### src/rtl/apb_cfg_master.sv
// APB write initiator for the Visible_Watermarking configuration/pixel-load port.
// Commands {last, addr, data} are queued through a valid/ready handshake and
// issued as two-phase APB writes. After a command flagged last, the master
// waits for Image_Done, or gives up after Timeout_Cycles, before continuing.
module apb_cfg_master #(
   parameter int unsigned Amba_Addr_Depth = 20,
   parameter int unsigned Amba_Word       = 16,
   parameter int unsigned Fifo_Depth      = 8,
   parameter int unsigned Timeout_Cycles  = 4096
) (
   input  logic                       clk,
   input  logic                       rst,
   input  logic                       cmd_valid,
   output logic                       cmd_ready,
   input  logic [Amba_Addr_Depth-1:0] cmd_addr,
   input  logic [Amba_Word-1:0]       cmd_data,
   input  logic                       cmd_last,
   input  logic                       Image_Done,
   output logic                       PSEL,
   output logic                       PENABLE,
   output logic                       PWRITE,
   output logic [Amba_Addr_Depth-1:0] PADDR,
   output logic [Amba_Word-1:0]       PWDATA,
   output logic                       busy,
   output logic                       batch_done,
   output logic                       timeout_err,
   output logic [15:0]                xfer_count
);

   localparam int unsigned PTR_W  = (Fifo_Depth > 1) ? $clog2(Fifo_Depth) : 1;
   localparam int unsigned CNT_W  = PTR_W + 1;
   localparam int unsigned WAIT_W = (Timeout_Cycles > 1) ? $clog2(Timeout_Cycles) : 1;
   localparam int unsigned XFER_W = 16;

   typedef enum logic [1:0] {
      S_IDLE      = 2'd0,
      S_SETUP     = 2'd1,
      S_ACCESS    = 2'd2,
      S_WAIT_DONE = 2'd3
   } state_t;

   typedef struct packed {
      logic                       last;
      logic [Amba_Addr_Depth-1:0] addr;
      logic [Amba_Word-1:0]       data;
   } cmd_t;

   // ---------------------------------------------------------------------
   // Command queue
   // ---------------------------------------------------------------------
   cmd_t             mem_q [Fifo_Depth];
   logic [PTR_W-1:0] wr_ptr_q, wr_ptr_d;
   logic [PTR_W-1:0] rd_ptr_q, rd_ptr_d;
   logic [CNT_W-1:0] count_q,  count_d;
   logic             ready_q,  ready_d;
   logic             push_c;
   logic             pop_c;
   logic             not_empty_c;
   cmd_t             cmd_in_c;
   cmd_t             head_c;

   // ---------------------------------------------------------------------
   // Transfer FSM and registered outputs
   // ---------------------------------------------------------------------
   state_t                      state_q,   state_d;
   logic                        psel_q,    psel_d;
   logic                        penable_q, penable_d;
   logic                        pwrite_q,  pwrite_d;
   logic [Amba_Addr_Depth-1:0]  paddr_q,   paddr_d;
   logic [Amba_Word-1:0]        pwdata_q,  pwdata_d;
   logic                        last_q,    last_d;
   logic [WAIT_W-1:0]           wait_q,    wait_d;
   logic [XFER_W-1:0]           xfer_q,    xfer_d;
   logic                        bdone_q,   bdone_d;
   logic                        tmo_q,     tmo_d;
   logic                        busy_q,    busy_d;

   assign cmd_in_c    = '{last: cmd_last, addr: cmd_addr, data: cmd_data};
   assign head_c      = mem_q[rd_ptr_q];
   assign not_empty_c = (count_q != '0);
   assign push_c      = cmd_valid & ready_q;

   // Queue pointer/occupancy bookkeeping; ready and busy look at post-edge occupancy
   always_comb begin
      wr_ptr_d = wr_ptr_q;
      rd_ptr_d = rd_ptr_q;
      if (push_c) begin
         wr_ptr_d = wr_ptr_q + PTR_W'(1);
      end
      if (pop_c) begin
         rd_ptr_d = rd_ptr_q + PTR_W'(1);
      end
      count_d = count_q + CNT_W'(push_c) - CNT_W'(pop_c);
      ready_d = (count_d != CNT_W'(Fifo_Depth));
      busy_d  = (state_d != S_IDLE) || (count_d != '0);
   end

   // Queue storage; contents need no reset because the pointers define validity
   always_ff @(posedge clk) begin
      if (rst && push_c) begin
         mem_q[wr_ptr_q] <= cmd_in_c;
      end
   end

   // Queue control registers
   always_ff @(posedge clk) begin
      if (!rst) begin
         wr_ptr_q <= '0;
         rd_ptr_q <= '0;
         count_q  <= '0;
         ready_q  <= 1'b1;
      end else begin
         wr_ptr_q <= wr_ptr_d;
         rd_ptr_q <= rd_ptr_d;
         count_q  <= count_d;
         ready_q  <= ready_d;
      end
   end

   // Next-state and next-output logic; outputs are computed one edge ahead
   always_comb begin
      state_d   = state_q;
      psel_d    = 1'b0;
      penable_d = 1'b0;
      pwrite_d  = 1'b0;
      paddr_d   = paddr_q;
      pwdata_d  = pwdata_q;
      last_d    = last_q;
      wait_d    = wait_q;
      xfer_d    = xfer_q;
      bdone_d   = 1'b0;
      tmo_d     = tmo_q;
      pop_c     = 1'b0;

      unique case (state_q)
         S_IDLE: begin
            if (not_empty_c) begin
               pop_c    = 1'b1;
               paddr_d  = head_c.addr;
               pwdata_d = head_c.data;
               last_d   = head_c.last;
               psel_d   = 1'b1;
               pwrite_d = 1'b1;
               state_d  = S_SETUP;
            end
         end

         S_SETUP: begin
            psel_d    = 1'b1;
            penable_d = 1'b1;
            pwrite_d  = 1'b1;
            state_d   = S_ACCESS;
         end

         S_ACCESS: begin
            xfer_d = xfer_q + XFER_W'(1);
            if (last_q) begin
               wait_d  = '0;
               state_d = S_WAIT_DONE;
            end else if (not_empty_c) begin
               // Back-to-back: PSEL stays high, PENABLE drops for the new SETUP
               pop_c    = 1'b1;
               paddr_d  = head_c.addr;
               pwdata_d = head_c.data;
               last_d   = head_c.last;
               psel_d   = 1'b1;
               pwrite_d = 1'b1;
               state_d  = S_SETUP;
            end else begin
               state_d = S_IDLE;
            end
         end

         S_WAIT_DONE: begin
            // Image_Done takes priority over an expiring wait counter
            if (Image_Done) begin
               bdone_d = 1'b1;
               state_d = S_IDLE;
            end else if (wait_q == WAIT_W'(Timeout_Cycles - 1)) begin
               tmo_d   = 1'b1;
               state_d = S_IDLE;
            end else begin
               wait_d = wait_q + WAIT_W'(1);
            end
         end

         default: begin
            state_d = S_IDLE;
         end
      endcase
   end

   // FSM state and registered APB/status outputs
   always_ff @(posedge clk) begin
      if (!rst) begin
         state_q   <= S_IDLE;
         psel_q    <= 1'b0;
         penable_q <= 1'b0;
         pwrite_q  <= 1'b0;
         paddr_q   <= '0;
         pwdata_q  <= '0;
         last_q    <= 1'b0;
         wait_q    <= '0;
         xfer_q    <= '0;
         bdone_q   <= 1'b0;
         tmo_q     <= 1'b0;
         busy_q    <= 1'b0;
      end else begin
         state_q   <= state_d;
         psel_q    <= psel_d;
         penable_q <= penable_d;
         pwrite_q  <= pwrite_d;
         paddr_q   <= paddr_d;
         pwdata_q  <= pwdata_d;
         last_q    <= last_d;
         wait_q    <= wait_d;
         xfer_q    <= xfer_d;
         bdone_q   <= bdone_d;
         tmo_q     <= tmo_d;
         busy_q    <= busy_d;
      end
   end

   assign cmd_ready   = ready_q;
   assign PSEL        = psel_q;
   assign PENABLE     = penable_q;
   assign PWRITE      = pwrite_q;
   assign PADDR       = paddr_q;
   assign PWDATA      = pwdata_q;
   assign busy        = busy_q;
   assign batch_done  = bdone_q;
   assign timeout_err = tmo_q;
   assign xfer_count  = xfer_q;

endmodule

### config.mk
export PLATFORM = sky130hd
export DESIGN_NAME = apb_cfg_master
export DESIGN_NICKNAME = d
export VERILOG_FILES = /design/src/rtl/apb_cfg_master.sv
export SDC_FILE = /design/constraint.sdc
export NUM_CORES = 1
export LEC_CHECK = 0
export BUFFER_PORTS_ARGS = -buffer_cell sky130_fd_sc_hd__buf_2
export CAP_MARGIN = 0
export CELL_PAD_IN_SITES_DETAIL_PLACEMENT = 1
export CELL_PAD_IN_SITES_GLOBAL_PLACEMENT = 2
export CORE_MARGIN = 3
export CORE_UTILIZATION = 41
export DETAILED_ROUTE_END_ITERATION = 6
export PLACE_DENSITY_LB_ADDON = 0.05
export SKIP_LAST_GASP = 1
export SYNTH_ARGS = -nofsm -noshare
export SYNTH_HDL_FRONTEND = slang
export SYNTH_SLANG_ARGS = --single-unit
### constraint.sdc
create_clock -name clk -period 5.5 [get_ports clk]
set_input_delay 0 -clock clk [delete_from_list [all_inputs] [get_ports clk]]
set_output_delay 0 -clock clk [all_outputs]
set_load 0.1 [all_outputs]
After elaboration in Yosys (flattened, before gate mapping)
Memories as Yosys holds them, arrays and structs flattened. A register that Yosys moved wholly into a read port is not among the register bits. Index checks and enable logic that the tools add are counted.

Register bits: 83. Bits in writable memories: 296. Output and inout port bits: 59. Word-level logic and storage cells: 77. Memories: 1.

Add/sub/neg operators: 6. Eq/ne operators: 10. Multiplexer cells: 30. Bitwise gates (word level): 2. Reduce and logical (&&, ||, !) cells: 13.

Memory list: mem_q (depth 8, width 37, read ports 1, clocked after memory_dff 1, write ports 1, line 51) `cmd_t mem_q [Fifo_Depth];`.

Operators by type and width (number): 20-bit 2-to-1 mux (2); 20-bit case mux with 2 select lines (1); 12-bit 2-to-1 mux (3); 16-bit 2-to-1 mux (2); 16-bit case mux with 2 select lines (1); 12-bit case mux with 2 select lines (1); 16-bit by 1-bit adder with 16-bit output, second input constant (1); 12-bit by 1-bit adder with 12-bit output, second input constant (1); 12-bit equality test, second input constant (1); 1-bit 2-to-1 mux (10); 2-bit inequality test, second input constant (5); 2-bit 2-to-1 mux (4); 2-bit case mux with 4 select lines (1); 4-bit nonzero test (2); 3-bit by 1-bit adder with 3-bit output, second input constant (2); 3-bit 2-to-1 mux (2); 2-bit AND reduction (3); 2-bit nonzero test (3); 4-bit by 1-bit adder with 4-bit output (1); 2-bit equality test, second input constant (2); 4-bit inequality test, second input constant (1); 1-bit case mux with 2 select lines (2); 4-bit AND reduction (1); 4-bit by 1-bit subtractor with 4-bit output (1); 8 further kinds (8).

Depth between registers and ports, before layout
Depth after elaboration: 7. Depth in mapped cells: 11. Depth with buffers taken out: 10.

Worst setup path before layout
OpenSTA, ideal clock, no wires.

Path type: reg2reg. Start: register ready_q, in the netlist cmd_ready. End: memory mem_q[0][0] in the netlist's numbering, enable pin. Setup time: 0.477 ns. Arrival: 4.256 ns. Required time: 5.023 ns. Setup slack: 0.767 ns. Cell stages (with the launch flop): 4. Path buffers: 0. Period minus slack after synthesis: 4.733 ns. Path through: dfxtp_1 nand2_1 or3_1 nor3_1.

Word-level cells in the longest chain between the ends: 4.

Ends and longest elaborated chain: start: declaration (line 55) `logic ready_q, ready_d;`; start signal: assignment (line 116) `ready_q <= ready_d;`; 1-bit AND (line 81) `assign push_c = cmd_valid & ready_q;`; 1-bit logical AND (line 100) `if (rst && push_c) begin`; 1-bit 2-to-1 mux (line 100); 1-bit 2-to-1 mux (implied by the code) (line 101) `mem_q[wr_ptr_q] <= cmd_in_c;`; end: declaration (line 51).

Every way passes these cells.

Worst setup path after layout
Start: register count_q[2]. End: register busy_q, in the netlist busy.

Word-level cells in the longest chain between the ends: 7. Elaborated cells on any way between the ends: 13.

Ends and longest elaborated chain: start: declaration (line 54) `logic [CNT_W-1:0] count_q, count_d;`; start signal: assignment (line 115) `count_q <= count_d;`; 4-bit nonzero test (line 80) `assign not_empty_c = (count_q != '0);`; 1-bit 2-to-1 mux (line 137, 160); 1-bit 2-to-1 mux (line 157) `if (last_q) begin`; 1-bit case mux with 2 select lines (line 135) `unique case (state_q)`; 4-bit by 1-bit subtractor with 4-bit output (line 93) `count_d = count_q + CNT_W'(push_c) - CNT_W'(pop_c);`; 4-bit nonzero test (line 95) `busy_d = (state_d != S_IDLE) || (count_d != '0);`; 1-bit logical OR * (line 95); end signal: assignment (line 220) `busy_q <= busy_d;`; end: declaration (line 76) `logic busy_q, busy_d;`.

Every way passes the cells marked *; elsewhere a longest branch is shown, timed or not. A chain may end at the register's enable or synchronous reset.

==> impl_metrics.toml <==
[logic_synthesis]
synth_edf_count = 296
yosys.area.top_type = "edfxtp_1"
synth_compound_area_frac = 0.04569
synth_common_cells = "edfxtp_1 (296), dfxtp_1 (86), mux4_2 (74)"
synthFlopType = "edfxtp_1"
synthSimpleGateAreaFrac = 0.04483
syn_area_um2 = 14510
synth_cell_type_count = 50
ys_seq_elements = 382
yosysWarnings = 0
synthArstFlopShare = 0
syn_avg_cell_area_um2 = 17.87
synthMuxAreaShare = 0.1426
synth_top_family_by_area = "multiplexers"
netlist_instances = 812
synthAdderAreaFrac = 0.008277
synth_fp_nets = 862
ys_seq_area_frac = 0.7311
synth_most_common_cell = "edfxtp_1"
synth_xor_area_frac = 0.01026
synth_area_leaders = "edfxtp_1 (61%), dfxtp_1 (12%), mux4_2 (11%), mux2i_1 (2.6%), a21oi_1 (2.0%)"
synth_top_area_share = 0.6125

[drt]
ant_nets = 0
dr.pass1.iters = 4
wl_mm = 32.35
routed_via_density = 5.370
drc = 0
num_vias = 7819
first_iter_violations = 418
wl_per_cell_um = 22.22

[setup_path]
cpMostUsedCell = "ha_1"
critPathKind = "reg2reg"
end_kind = "flip-flop"
worst_ep_arrival_time_ps = 3330
slowest_stage = "buf_4"
worstPathMaxFanout = 78
critPathRequiredTime_ps = 5870
path_cells = "inv_1 -> ha_1 -> a221oi_4 -> buf_4 -> nand2_1 -> ha_1 -> a21o_1 -> a21oi_1 -> xnor2_1 -> a41oi_1"
cpPeakStageDelay_ps = 710
crit_path_start_kind = "flip-flop"

[global_routing]
grt_max_degree = 79
antenna_found_initial = 1
grt_pass1_wl_mm = 51.02
grt_use_total = 0.1722
grt_overflow = 0
first_global_vias = 8648

[timing]
max_freq_ghz = 0.3378
setup_viol = 0
rsz0062_at_grt = "no"
finalClockSkew_ps = 17.66
tns_ps = 0
slew_violations = 0
timing.final.crit_period_ps = 2960
min_period_over_period = 0.5383
maxSlewHeadroom = 0.4092
hold_viol = 0
hold_ws_ps = 101.7
worst_pin_slew_ps = 886.3

[finish]
nNetsFinal = 1016
drive_gt1_frac = 0.2690
area_growth_pct = 19.16
nFillCells = 3269

[cts]
cts-resized-gates = 0
cts_tree = "done"
clk_latency_ps = 530
clkSinkCount = 382
clk_pin_slew_ps = 60
numCtsBuffers = 42
h-tree-depth = 2
cts-root-buf = "clkbuf_16"
cts_buffer_depth = 3

[pwr]
vdd_drop_max_mv = 0.3857
power.leakage_nw = 5.726
total_power_w = 0.008634
pwr_density_cell_nw_per_um2 = 499.3

[floorplanning]
start_util = 0.4181
fp.dieW_um = 194.1
row_count = 68
core-area_um2 = 34710
die_area_um2 = 37690
die_h_um = 194.1
ios = 100

[placement]
port_buffers = 99
dp_hpwl_mm = 18.48
gp_congestion = 0.7428

[outcome]
status = "complete, no violations"

[job]
drv_cap = 0

[worst_hold_path]
hold_path_class = "in2reg"
==> cell usage in the layout (no fill, tap or decap), types with 9 or more instances in the layout <==
cell type,instances
dfxtp_1,83
o31ai_1,11
nand4_1,9
mux4_2,74
or4_1,13
clkbuf_16,43
o21ai_0,41
a21oi_1,59
nor2_1,29
mux2i_1,38
clkbuf_1,13
xor2_1,9
dlygate4sd3_1,39
edfxtp_1,296
buf_2,99
nand2_1,17
buf_4,13
nand3_1,10
==> what timing repair did <==
item	4_1_cts	5_1_grt
buffers inserted	0	0
hold endpoints to repair	300	0
hold buffers	39	0
setup endpoints to repair	0	0
==> sequential cells by signal (all words and copies together) (netlist names), named ones only <==
name,flops
mem_q,296
PADDR,20
PWDATA,16
xfer_count,16
wait_q,12
count_q,4
rd_ptr_q,3
wr_ptr_q,3
state_q,2
PENABLE,1
PWRITE,1
batch_done,1
busy,1
cmd_ready,1
last_q,1
timeout_err,1
==> final timing paths <==
kind / startpoint / end / slack (ps) / depth (start not counted)
hold reg to reg: timeout_err / timeout_err / 470 / 1
setup / recovery: count_q[2] / busy / 2540 / 10
setup reg to reg: count_q[2] / busy / 2540 / 10
hold / removal: rst / cmd_ready / 100 / 3
==> final cells by class <==
cell class                      count  area [um2]  area share
Sequential cell                   382       10620      0.6141
Multi-Input combinational cell    378        3719      0.2150
Clock buffer                       61        1194     0.06903
Timing Repair Buffer              153        1011     0.05846
Tap cell                          455       569.3     0.03292
Clock inverter                     17       145.1    0.008393
Inverter                            9       33.78    0.001954
Antenna cell                        1       2.502   0.0001447
==> logic make-up (layout without fill, tap and decap cells) <==
family | after synthesis | count (layout)
adder cells (fa/ha/maj) | 9 | 9
XOR/XNOR | 17 | 17
AO/OA/AOI/OAI | 120 | 120
buffers and inverters | 52 | 240
other | 0 | 1
flip-flops | 382 | 382
AND/OR/NAND/NOR | 118 | 118
multiplexers | 114 | 114
==> metal layers <==
metal  global-route usage  wire [um]
met4              0.04255        643
met5                    0          0
met3              0.02798       1193
met1               0.2333      14400
met2               0.2938      16120
==> metrics by stage <==
step	setup slack (ps)	instance area (um2)	std cells	util
2_1_floorplan	766.8	14510	812	-
3_3_place_gp	2353	15530	1336	0.4475
3_5_place_dp	2290	15530	1336	0.4475
4_1_cts	2511	17260	1453	0.4973
5_1_grt	2276	17290	1456	0.4982
6_report	2540	17290	1456	0.4982
==> power breakdown <==
part	switching [W]	total [W]	leakage, nW	internal [W]
sequential	0.000234	0.00360	3.38	0.00337
clock	0.00110	0.00270	0.658	0.00161
combinational	0.00162	0.00233	1.69	0.000708
==> critical path, delay by kind of cell, from the launching register on <==
kind | cells | cell delay, ps
AOI/OAI and AO/OA | 4 | 790
xor gates and xnor gates | 1 | 210
adders and majority gates | 2 | 570
DFF | 1 | 310
buffers and inverters | 2 | 770
and+or+nand+nor | 1 | 160
No activity file was read; power rests on OpenSTA's default activity.
